**config.mk**
```make
export PLATFORM = sky130hd
export DESIGN_NAME = rx_nibble_fifo
export DESIGN_NICKNAME = d
export VERILOG_FILES = /design/src/rtl/rx_nibble_fifo.sv
export SDC_FILE = /design/constraint.sdc
export NUM_CORES = 1
export LEC_CHECK = 0
export BUFFER_PORTS_ARGS = -buffer_cell sky130_fd_sc_hd__clkbuf_2
export CAP_MARGIN = 40
export CORE_MARGIN = 2
export CORE_UTILIZATION = 56
export CTS_BUF_LIST = sky130_fd_sc_hd__clkbuf_2
export DETAILED_ROUTE_END_ITERATION = 7
export PLACE_DENSITY = 0.8
export SLEW_MARGIN = 20
export SYNTH_ARGS = -nofsm -noshare
export SYNTH_HDL_FRONTEND = slang
export SYNTH_SLANG_ARGS = --single-unit
```
**constraint.sdc**
```tcl
create_clock -name inClock -period 2.8 [get_ports inClock]
set_input_delay 0 -clock inClock [delete_from_list [all_inputs] [get_ports inClock]]
set_output_delay 0 -clock inClock [all_outputs]
set_load 0.1 [all_outputs]
```
**src/rtl/rx_nibble_fifo.sv**
```systemverilog
// rx_nibble_fifo: packs CDR bits (MSB first) into nibbles and queues them.
// Ports: inClock, inReset (async, low), inWriteEnable/inData (bit strobe),
//   inReadEnable (pop), inFlush (sync clear), outData/outValid (pop result),
//   outCount, outBitCount, outFull, outEmpty, outAlmostFull, outAlmostEmpty,
//   outWriteError (dropped nibble), outReadError (pop on empty).
module rx_nibble_fifo #(
    parameter int DEPTH            = 16,
    parameter int ALMOST_FULL_LVL  = 14,
    parameter int ALMOST_EMPTY_LVL = 2
) (
    input  logic                     inClock,
    input  logic                     inReset,
    input  logic                     inWriteEnable,
    input  logic                     inData,
    input  logic                     inReadEnable,
    input  logic                     inFlush,
    output logic [3:0]               outData,
    output logic                     outValid,
    output logic [$clog2(DEPTH):0]   outCount,
    output logic [1:0]               outBitCount,
    output logic                     outFull,
    output logic                     outEmpty,
    output logic                     outAlmostFull,
    output logic                     outAlmostEmpty,
    output logic                     outWriteError,
    output logic                     outReadError
);

    localparam int AW = $clog2(DEPTH);
    localparam int CW = AW + 1;
    localparam logic [CW-1:0] FULL_CNT = CW'(DEPTH);
    localparam logic [CW-1:0] AF_CNT   = CW'(ALMOST_FULL_LVL);
    localparam logic [CW-1:0] AE_CNT   = CW'(ALMOST_EMPTY_LVL);

    logic [3:0]    mem [DEPTH];
    logic [AW-1:0] wrPtr;
    logic [AW-1:0] rdPtr;
    logic [CW-1:0] count;
    logic [1:0]    bitCnt;
    logic [2:0]    shiftReg;

    logic       nibbleDone;
    logic [3:0] newNibble;
    logic       isFull;
    logic       isEmpty;
    logic       popOk;
    logic       pushOk;

    // A pop in the same cycle frees the slot a full-FIFO push needs;
    // the read of mem[rdPtr] still sees the old contents at that edge.
    always_comb begin
        nibbleDone = inWriteEnable && (bitCnt == 2'd3);
        newNibble  = {shiftReg, inData};
        isFull     = (count == FULL_CNT);
        isEmpty    = (count == '0);
        popOk      = inReadEnable && !isEmpty;
        pushOk     = nibbleDone && (!isFull || popOk);
    end

    always_ff @(posedge inClock) begin
        if (!inFlush && pushOk) begin
            mem[wrPtr] <= newNibble;
        end
    end

    always_ff @(posedge inClock or negedge inReset) begin
        if (!inReset) begin
            wrPtr         <= '0;
            rdPtr         <= '0;
            count         <= '0;
            bitCnt        <= '0;
            shiftReg      <= '0;
            outData       <= '0;
            outValid      <= 1'b0;
            outWriteError <= 1'b0;
            outReadError  <= 1'b0;
        end else if (inFlush) begin
            wrPtr         <= '0;
            rdPtr         <= '0;
            count         <= '0;
            bitCnt        <= '0;
            shiftReg      <= '0;
            outValid      <= 1'b0;
            outWriteError <= 1'b0;
            outReadError  <= 1'b0;
        end else begin
            if (inWriteEnable) begin
                shiftReg <= newNibble[2:0];
                bitCnt   <= bitCnt + 1'b1;
            end
            if (pushOk) begin
                wrPtr <= wrPtr + 1'b1;
            end
            if (popOk) begin
                outData <= mem[rdPtr];
                rdPtr   <= rdPtr + 1'b1;
            end
            if (pushOk && !popOk) begin
                count <= count + 1'b1;
            end else if (popOk && !pushOk) begin
                count <= count - 1'b1;
            end
            outValid      <= popOk;
            outWriteError <= nibbleDone && !pushOk;
            outReadError  <= inReadEnable && isEmpty;
        end
    end

    assign outCount       = count;
    assign outBitCount    = bitCnt;
    assign outFull        = isFull;
    assign outEmpty       = isEmpty;
    assign outAlmostFull  = (count >= AF_CNT);
    assign outAlmostEmpty = (count <= AE_CNT);

endmodule

```
==> Word level (Yosys, flattened, before mapping) <==
Memories as Yosys holds them, arrays and structs flattened. A register that Yosys moved wholly into a read port is not among the register bits.
Index checks and enable logic that the tools add are counted.
{ "word_totals": {"register_bits": 21, "mem_bits_rw": 64, "inputBits": 6, "out_inout_bits": 18, "memories": 1} }
{ "memory_table": {"columns": ["memory", "words", "word_bits", "read_ports", "rd_ports_with_merged_regs", "write_ports", "line_no", "source"], "rows": [
  ["mem", 16, 4, 1, 1, 1, "35", "logic [3:0] mem [DEPTH];"]
]} }
{ "op_classes": {"add_sub_neg": 5, "magnitude_cmp": 2, "n_eq_ne": 2, "n_mux": 16, "n_bitwise": 1, "reduce_logical": 21} }
{ "op_table": {"columns": ["op", "count"], "rows": [
  ["$mux 4", 4],
  ["$mux 5", 3],
  ["$add 4x1->4 const B", 2],
  ["$logic_and 1x1->1", 8],
  ["$logic_not 1->1", 6],
  ["$mux 3", 2],
  ["$reduce_bool 2->1", 3],
  ["$add 5x1->5 const B", 1],
  ["$eq 5x5->1 const B", 1],
  ["$ge 5x4->1 const B", 1],
  ["$le 5x2->1 const B", 1],
  ["$logic_not 5->1", 1],
  ["$mux 1", 5],
  ["$sub 5x1->5 const B", 1],
  ["$mux 2", 2],
  ["$reduce_bool 3->1", 1],
  ["$add 2x1->2 const B", 1],
  ["$eq 2x2->1 const B", 1],
  ["$reduce_and 2->1", 1],
  ["$logic_or 1x1->1", 1],
  ["$not 1->1", 1]
]} }

==> Longest topological paths before layout <==
{ "depth": {"ltp_word": 10, "depth_mapped": 9, "mapped_depth_nobuf": 9} }

==> Worst setup path before layout <==
No wires, ideal clock.
{ "synth_path": {"path_type": "reg-to-output", "startpoint": "register count[4] (netlist: outCount[4])", "endpoint": "output outAlmostEmpty", "t_arrival_ns": 5.712, "t_required_ns": 2.800, "slack_ns": -2.912, "stages_incl_launch_ff": 3, "path_buffers": 1, "path_cell_list": "dfrtp_1 > clkbuf_1 > a2111oi_0"} }
{ "synth_between": {"elab_chain_len": 1} }
{ "synth_rtl": {"columns": ["item", "line_no", "source"], "rows": [
  ["start, declared", "38", "logic [CW-1:0] count;"],
  ["start signal, assigned", "99", "count <= count + 1'b1;"],
  ["start signal, assigned", "101", "count <= count - 1'b1;"],
  ["$le 5x2->1", "114", "assign outAlmostEmpty = (count <= AE_CNT);"],
  ["end, declared", "24", "output logic outAlmostEmpty,"]
]} }
No other way between the ends.

==> Worst setup path after layout <==
{ "layout_path": {"startpoint": "register count[0] (netlist: outCount[0])", "endpoint": "register count[4] (netlist: outCount[4])"} }
{ "layout_between": {"elab_chain_len": 8, "word_cells_on_any_way": 17, "classes_between": "add/sub: 2; eq/ne: 1; mux: 3; reduce/logical: 11"} }
{ "layout_rtl": {"columns": ["item"], "rows": [
  ["branches (longest 8 deep; another with $sub 5x1->5)"]
]} }
Parallel ways; which one is timed is not known. The select of a mux whose other input is x is not followed.
A chain may end at the register's enable or synchronous reset.

==> metrics.cfg <==
[die]
row_count=30
start_util_pct=57.2
top_level_ports=24
core_area_sq_um=6760
die_w_um=87.1
dieArea_sq_um=7590
die_h_um=87.1

[layout]
antenna-diode-count=0
layout_common_cells=edfxtp_1 (64), clkbuf_2 (32), nor2_1 (26)
syn2layout_area_growth_pct=13.0
fin_cells=358
fillers=490
utilization_pct=64.7
mostFrequentLayoutCell=edfxtp_1
layout.nets=290
multi_input_area_sq_um=1320
regArea_sq_um=2560
drive_above_1_share_pct=34.2

[clock_tree]
cts-root-buf=clkbuf_2
ctsLongestPathBuffers=2
clk-insertion-delay-late_ns=0.52
cts_buffers=9
cts.sinks=89
htree_levels=3
cts_tree=done
clk_pin_slew_ns=0.25

[worst_setup_path]
worstPathArrival_ns=3.15
critPathKind=reg2reg
crit_fanout=8
endpoint_kind=flip-flop
crit_required_ns=3.27
cp-start-kind=flip-flop

[logic_synthesis]
synthCells=235
syn-num-nets=252
synth_warnings=0
ys_ff_latch=89
avgSynthCellArea_sq_um=16.5
yosys.cell_types.count=43
synth-seq-area-share_pct=65.9
synth.cell_area_sq_um=3870

[sta]
period_share_pct=95.7
tightest_slew_ns=0.746
rsz0062_at_grt=no
fmax_mhz=373
fin_worst_skew_ns=0.0260
setup_viol=0
whs_ns=0.406
finalCriticalPeriod_ns=2.68
slew_headroom_pct=50.3
hold_viol_final=0
tns_ns=0
slew_viol_final=0

[grt]
first_global_vias=2064
antenna_found_initial=0
grt_usage_pct=20.2
grt_start_max_net_pins=26
grt_pass1_wl_um=11000
grt.overflow.total=0

[detailed_routing]
dr.pass1.iters=4
antenna_left=0
drc=0
wl_per_cell_um=19.2
vias=2114
viasPerCell=5.91
routed_wl_um=6890
dr.first_iter.drc_count=145

[placed_design]
portBuffers=23
dpl.hpwl_um=4670
placed_cells=334
routabilityCongestion=0.818

[job]
maxCapViolCount=0

[power]
ir_drop_mv=0.351
p_leak_nw=1.57
powerDensity_nw_per_um2=865
fin_total_pwr_mw=3.78

[status]
status=completed

[min_path]
min_path_type=in2reg

[sequential cells by signal, summed over array words and instances, names as in the netlist]
register and count:
wrPtr 4, outReadError 1, outData 4, outWriteError 1, rdPtr 4, shiftReg 3, outCount 5, outBitCount 2
mem 64, outValid 1
[logic make-up (layout without fill, tap and decap cells)]
kind of cell	after synthesis	in the layout	synth area share [%]
and+or+nand+nor	60	60	7.12
muxes	34	34	15.9
DFF	89	89	65.9
xor gates and xnor gates	6	6	1.36
buffers and inverters	14	57	1.68
adders and majority gates	11	11	3.75
AOI/OAI and AO/OA	21	21	4.30
[metal layers]
metal	global-route usage [%]	routed length, um	vias to the layer above	share of wire, %
met1	29.3	3070	1072	45
met2	31.2	3450	59	50
li1	-	-	978	-
met3	4.27	315	5	4.6
met5	0	0	-	0
met4	6.71	53	0	0.77
[worst max-delay path, cell delays in order (launching register included)]
cell and delay (ns):
dfrtp_4 0.60, or4_4 0.63, o21ai_4 0.20, nand2_4 0.10
ha_1 0.33, nand3_2 0.10, a211o_1 0.28, o221a_2 0.27
a21oi_1 0.13
[cells in the mapped netlist]
cell type / n / area (sq um)
edfxtp_1: 64 / 1920
nor2_1: 27 / 101
dfrtp_1: 25 / 626
mux4_2: 20 / 450
ha_1: 10 / 125
nand2_1: 9 / 33.8
a21oi_1: 6 / 30.0
mux2i_1: 6 / 60.1
nand3_1: 6 / 30.0
nor3_1: 6 / 30.0
clkbuf_1: 5 / 18.8
buf_1: 4 / 15.0
mux2_2: 4 / 45.0
mux2_4: 4 / 60.1
xnor2_1: 4 / 35.0
nand2b_1: 3 / 18.8
a211o_1: 2 / 17.5
a211oi_1: 2 / 15.0
inv_1: 2 / 7.51
nor2b_1: 2 / 12.5
xor2_1: 2 / 17.5
a2111oi_0: 1 / 8.76
a211o_4: 1 / 17.5
a21bo_2: 1 / 10.0
a21o_1: 1 / 7.51
a21oi_2: 1 / 8.76
a31o_2: 1 / 8.76
and2_1: 1 / 6.26
buf_2: 1 / 5.00
buf_4: 1 / 7.51
buf_6: 1 / 11.3
fa_1: 1 / 20.0
nand3b_1: 1 / 7.51
nand4_1: 1 / 6.26
nand4b_1: 1 / 8.76
nor4_1: 1 / 6.26
o211a_1: 1 / 10.0
o211ai_1: 1 / 7.51
o21ai_0: 1 / 5.00
o21ai_2: 1 / 8.76
o221a_2: 1 / 11.3
or3_1: 1 / 6.26
or4_1: 1 / 7.51
[through the flow]
stage / setup slack, ns / area, sq um
finish: 0.121 / 4370
global route: 0.00997 / 4370
CTS: 0.124 / 4370
detailed placement: 0.166 / 4160
global placement: 0.215 / 4160
floorplan: -0.0653 / 3950
[final timing paths]
check,to,cells after the start,start,slack (ns)
setup / recovery,outCount[4]$_DFFE_PN0P_,8,outCount[0]$_DFFE_PN0P_,0.12
hold / removal,outReadError$_DFF_PN0_,4,inReadEnable,0.41
hold reg to reg,outData[2]$_DFFE_PN0P_,1,outData[2]$_DFFE_PN0P_,0.54
max in group asynchronous,outBitCount[1]$_DFFE_PN0P_,4,inReset,2.17
setup reg to reg,outCount[4]$_DFFE_PN0P_,8,outCount[0]$_DFFE_PN0P_,0.12
min in group asynchronous,rdPtr[1]$_DFFE_PN0P_,4,inReset,0.45
[timing repair]
action / CTS / global route
hold endpoints to repair: 58 / 0
setup buffers: 0 / 0
hold buffers: 8 / 0
resized for setup: 0 / 0
endpoints found under the setup margin: 0 / 0
[cell type report]
class                   instances  area share (%)
clock buffers                   9            1.03
clock inverters                 7            1.77
inverters                       2           0.172
multi-input cells             132            30.1
flip-flops and latches         89            58.6
well taps                      80            2.29
repair buffers                 39            6.07
[where the power goes]
part | leakage (nW) | internal [mW] | switching, mW
logic | 0.599 | 0.449 | 1.06
clock network | 0.0733 | 0.217 | 0.448
registers | 0.898 | 1.50 | 0.117
total | 1.57 | 2.16 | 1.62
No activity file was read; power rests on OpenSTA's default activity.
